--- config.mk ---
export PLATFORM = sky130hd
export DESIGN_NAME = tmds_encoder
export DESIGN_NICKNAME = d
export VERILOG_FILES = /design/src/rtl/tmds_encoder.sv
export SDC_FILE = /design/constraint.sdc
export NUM_CORES = 1
export LEC_CHECK = 0
export CORE_ASPECT_RATIO = 0.6
export CORE_MARGIN = 5
export CORE_UTILIZATION = 45
export DETAILED_ROUTE_END_ITERATION = 10
export PLACE_DENSITY = 0.63
export SYNTH_ARGS = -nofsm -noshare
export SYNTH_HDL_FRONTEND = slang
export SYNTH_SLANG_ARGS = --single-unit
--- constraint.sdc ---
create_clock -name clkp -period 6.92 [get_ports clkp]
set_input_delay 0.692 -clock clkp [delete_from_list [all_inputs] [get_ports clkp]]
set_output_delay 0.692 -clock clkp [all_outputs]
set_load 0.02 [all_outputs]
--- src/rtl/tmds_encoder.sv ---
// TMDS 8b/10b channel encoder: one 10-bit symbol per pixel clock, two-stage pipeline.
// Stage 1 registers the pixel and its popcount; stage 2 does transition minimisation and DC balancing.
module tmds_encoder #(
    parameter int CNT_WIDTH = 5
) (
    input  logic       clkp,
    input  logic       rst,
    input  logic [7:0] data,
    input  logic       de,
    input  logic [1:0] c,
    output logic [9:0] tmds
);

    localparam logic [9:0] CTRL_00 = 10'b1101010100;
    localparam logic [9:0] CTRL_01 = 10'b0010101011;
    localparam logic [9:0] CTRL_10 = 10'b0101010100;
    localparam logic [9:0] CTRL_11 = 10'b1010101011;

    localparam logic signed [CNT_WIDTH-1:0] C_ZERO  = '0;
    localparam logic signed [CNT_WIDTH-1:0] C_TWO   = CNT_WIDTH'(2);
    localparam logic signed [CNT_WIDTH-1:0] C_EIGHT = CNT_WIDTH'(8);
    localparam logic signed [CNT_WIDTH-1:0] C_TEN   = CNT_WIDTH'(10);

    logic [7:0]                  r_data;
    logic                        r_de;
    logic [1:0]                  r_c;
    logic [3:0]                  r_n1d;
    logic signed [CNT_WIDTH-1:0] r_cnt;
    logic [9:0]                  r_tmds;

    logic                        w_use_xnor;
    logic [8:0]                  w_qm;
    logic [3:0]                  w_n1;
    logic signed [CNT_WIDTH-1:0] w_diff;
    logic signed [CNT_WIDTH-1:0] w_two;
    logic signed [CNT_WIDTH-1:0] w_two_n;
    logic [9:0]                  w_tmds_next;
    logic signed [CNT_WIDTH-1:0] w_cnt_next;

    function automatic logic [8:0] f_qm(input logic [7:0] d, input logic use_xnor);
        logic [8:0] q;
        q    = '0;
        q[0] = d[0];
        for (int i = 1; i < 8; i++) begin
            q[i] = use_xnor ? ~(q[i-1] ^ d[i]) : (q[i-1] ^ d[i]);
        end
        q[8] = ~use_xnor;
        return q;
    endfunction

    always_ff @(posedge clkp or posedge rst) begin
        if (rst) begin
            r_data <= '0;
            r_de   <= 1'b0;
            r_c    <= 2'b00;
            r_n1d  <= '0;
        end else begin
            r_data <= data;
            r_de   <= de;
            r_c    <= c;
            r_n1d  <= 4'($countones(data));
        end
    end

    assign w_use_xnor = (r_n1d > 4'd4) || (r_n1d == 4'd4 && !r_data[0]);
    assign w_qm       = f_qm(r_data, w_use_xnor);
    assign w_n1       = 4'($countones(w_qm[7:0]));
    // N1 - N0 == 2*N1 - 8; modular arithmetic keeps this exact at any CNT_WIDTH >= 5
    assign w_diff     = $signed(CNT_WIDTH'({w_n1, 1'b0})) - C_EIGHT;
    assign w_two      = w_qm[8] ? C_TWO : C_ZERO;
    assign w_two_n    = w_qm[8] ? C_ZERO : C_TWO;

    always_comb begin
        w_tmds_next = CTRL_00;
        w_cnt_next  = C_ZERO;
        if (!r_de) begin
            unique case (r_c)
                2'b00:   w_tmds_next = CTRL_00;
                2'b01:   w_tmds_next = CTRL_01;
                2'b10:   w_tmds_next = CTRL_10;
                default: w_tmds_next = CTRL_11;
            endcase
        end else if (r_cnt == C_ZERO || w_n1 == 4'd4) begin
            w_tmds_next = {~w_qm[8], w_qm[8], w_qm[8] ? w_qm[7:0] : ~w_qm[7:0]};
            w_cnt_next  = w_qm[8] ? (r_cnt + w_diff) : (r_cnt - w_diff);
        end else if ((!r_cnt[CNT_WIDTH-1] && w_n1 > 4'd4) ||
                     ( r_cnt[CNT_WIDTH-1] && w_n1 < 4'd4)) begin
            w_tmds_next = {1'b1, w_qm[8], ~w_qm[7:0]};
            w_cnt_next  = r_cnt + w_two - w_diff;
        end else begin
            w_tmds_next = {1'b0, w_qm[8], w_qm[7:0]};
            w_cnt_next  = r_cnt - w_two_n + w_diff;
        end
    end

    always_ff @(posedge clkp or posedge rst) begin
        if (rst) begin
            r_tmds <= CTRL_00;
            r_cnt  <= C_ZERO;
        end else begin
            assert (r_cnt <= C_TEN && r_cnt >= -C_TEN);
            r_tmds <= w_tmds_next;
            r_cnt  <= w_cnt_next;
        end
    end

    assign tmds = r_tmds;

endmodule

==> results.txt <==
The combined area of all synthesized cells came out at 0.00223 sq mm. TritonCTS built the clock tree. Max-cap violations in this run came to 0. The H-tree depth came out at 2. The number of failing setup endpoints in the final timing report is 0. Of the cells placed in the final design, the portion with a size suffix greater than 1 is 11.6%. The repair_antennas step left the layout with diodes totalling 0.

Gates resized during post-CTS repair numbered 0. The number of buffer and inverter stages on the critical path is 3. The most common cell type on the critical path is fa_1. The clock-pin transition on the worst setup and hold timing paths is 0.06 ns. The number of instances in the synthesized netlist came out at 197. Global routing consumed, over all layers together, 14.9% of the routing resources. The final number of hold-violating endpoints came to 0. At the end of routability-driven placement, the weighted congestion stood at 0.910.

The leading cell type in the layout, fill and taps excluded is inv_1. In this run the number of cells on the critical path is 19. The number of buffers inserted to repair setup after CTS came out at 0. The timing-limited maximum frequency came out at 167 MHz. The run finished with clean final reports. The top cell types in the final layout, fill and taps aside, are inv_1 (33), dfrtp_1 (24), ha_1 (23), clkdlybuf4s50_1 (22), xnor2_1 (21). The die is 101 um wide. The later-pin clock latency in the skew report is 0.28 ns. The fraction of post-synthesis cell area in the top cell type by area is 27.0%.

The number of input and output port buffers inserted came out at 22. The number of global-route vias before repair is 1,468. The worst clock skew on the final layout came out at 0.00685 ns.

The maximum fanout count along the critical path came out at 8. The die area is 0.00651 sq mm. The unique cell type count in the Yosys netlist came out at 36.

The top-level I/O count is 23. In this run the worst hold path is classified as reg -> reg. The largest stage delay on the critical path came out at 0.57 ns. The total congestion overflow after global routing is 0. The largest net degree at the start of global routing came out at 30. The height of the chip came out at 64.5 um. Hold repair after CTS inserted 0 buffers. The post-synthesis area per instance came out at 11.3 sq um. The half-perimeter wire length after detailed placement is 3610 um. The shortest period the worst path allows is 5.97 ns. The total clock buffers created by CTS came out at 5. The instance area at placement came out at 0.00250 sq mm. The total wire length after detailed routing is 4350 um. Setup repair after global routing left no endpoint under its margin. The cell sitting at the root of the clock tree is a clkbuf_8. The cell family contributing the most delay on the critical path is adder cells. The master of the slowest instance on the critical path is fa_1.

After routing the design area is 0.00259 sq mm. After floorplanning, the core was sized to cover 0.00468 sq mm. The worst hold path begins at r_n1d[3].

The portion of the clock cycle consumed by the worst path in the final layout is 86.3%. The max-slew violation count is 0. The critical path starts at r_data[0]. The number of fill cells is 390. The slew at the pin closest to its max-slew limit came out at 1.05 ns. The remaining antenna violation count is 0. The type of the worst setup path is reg -> reg. The via count of the routed design came out at 1,406. The initial standard-cell utilization of the core came out at 47.6%. The endpoint class of the critical path is a register. The worst setup path is launched from a register. The initialized floorplan defines 19 standard-cell rows. After detailed routing, the number of remaining DRC violations is 0. The longest clock path from root to sink contains 2 buffers.

Walking the worst path, the cells encountered are or3b_1 -> a21oi_4 -> inv_2 -> xnor2_1 -> fa_1 -> fa_1 -> fa_1 -> ha_1 -> inv_1 -> fa_1 -> ha_1 -> inv_1 -> ha_1 -> a21o_1 -> a21oi_1 -> xnor2_1 -> a2111oi_0 -> nor4b_1 -> a211oi_1. The final sum of negative setup slack is 0 ns. The count of TritonRoute iterations in the first routing pass came out at 4. The final net count is 274. The initial antenna violation count came out at 0. The worst max-slew margin expressed relative to the limit is 30.2%. The mean routed wirelength per cell is 15.1 um. The fraction of the yosys area taken by sequential cells came out at 32.8%. The wire length of the first global-routing pass is 7430 um. The number of vias per cell came out at 4.88. Measured in cells, the most critical reg-to-reg path has a length of 19. The post-synth net total is 247.

The Yosys warning count came out at 0. The critical path data required time came out at 7.11 ns. Compared with the post-synthesis result, the final layout area differs by 16.1%. At the worst endpoint, the arrival time is 6.16 ns.

After the first detailed-routing iteration, the DRC count stood at 75. The worst register-to-register path begins at r_data[0]. Of all cell types, the one taking the most synthesized area is dfrtp_1. The number of cells on the worst hold path came out at 2.

By area the synthesized netlist is led by dfrtp_1 (27%), ha_1 (13%), fa_1 (13%), xnor2_1 (8.3%), dfstp_2 (5.9%). In this run, synthesis produced a sequential element count of 29. The total clock sinks is 29.
[logic make-up after synthesis]
family / share of synthesized area (%)
xor+xnor: 15.8
buf+inv: 7.07
mux: 1.40
simple gates: 5.61
flops: 32.8
compound gates: 11.8
fa+ha+maj: 25.5
[cell type report]
| class | count | area [sq um] | area share [%] |
|---|---|---|---|
| inverters | 36 | 135 | 5.22 |
| flip-flops and latches | 29 | 732 | 28.3 |
| clock inverters | 2 | 10.0 | 0.387 |
| multi-input cells | 130 | 1340 | 51.7 |
| repair buffers | 22 | 220 | 8.51 |
| well taps | 63 | 78.8 | 3.05 |
| clock buffers | 6 | 72.6 | 2.80 |
[cells in the mapped netlist (all sizes together)]
| cell type | instances |
|---|---|
| a211oi | 6 |
| ha | 23 |
| nor2b | 2 |
| xnor3 | 1 |
| nor3 | 3 |
| xnor2 | 23 |
| nand3 | 1 |
| xor3 | 1 |
| a221oi | 1 |
| mux2i | 2 |
| a21o | 12 |
| inv | 36 |
| xor2 | 9 |
| o21ai | 1 |
| a32o | 1 |
| nand2 | 2 |
| a2111oi | 1 |
| buf | 2 |
| a31oi | 1 |
| dfrtp | 24 |
| nor4b | 1 |
| nor2 | 12 |
| a221o | 1 |
| or3b | 1 |
| or2 | 1 |
| dfstp | 5 |
| mux2 | 1 |
| fa | 14 |
| a21oi | 7 |
| o21bai | 2 |
[path summary, 6_finish.rpt]
path                             end  slack (ns)
min reg2reg                  tmds[8]        0.66
max                         r_cnt[4]        0.95
max in group asynchronous  r_data[4]        5.32
min in group asynchronous     r_c[0]        0.97
max reg2reg                 r_cnt[4]        0.95
min                          tmds[8]        0.66
[per-layer routing]
metal	part of all wire [%]	vias to the layer above	wire [um]	track usage (%)
met1	50	672	2190	22.5
met3	7.4	7	320	4.61
met2	41	39	1780	19.9
li1	-	688	-	-
met5	0	-	0	0
met4	1.5	0	65	5.04
[registers in the layout, summed over array words and instances (netlist names)]
register,cells
r_n1d,4
r_cnt,4
tmds,10
r_c,2
r_de,1
r_data,8
[per-stage QoR]
stage	instances	setup slack (ns)	utilization, %	hold slack (ns)
after CTS	288	0.953	55.2	0.672
after detailed placement	280	1.00	53.5	0.656
after global routing	288	0.651	55.2	0.708
final	288	0.947	55.2	0.660
after floorplan	197	1.53	-	0.568
after global placement	280	1.03	53.5	0.649
[worst min-delay path, stage by stage (launching register included)]
cell and delay (ns):
dfrtp_1 0.37, a21oi_4 0.08, a21o_1 0.20
Power is not shown: default switching activity piles up to over one toggle a cycle in this logic, so the estimate is an artifact.
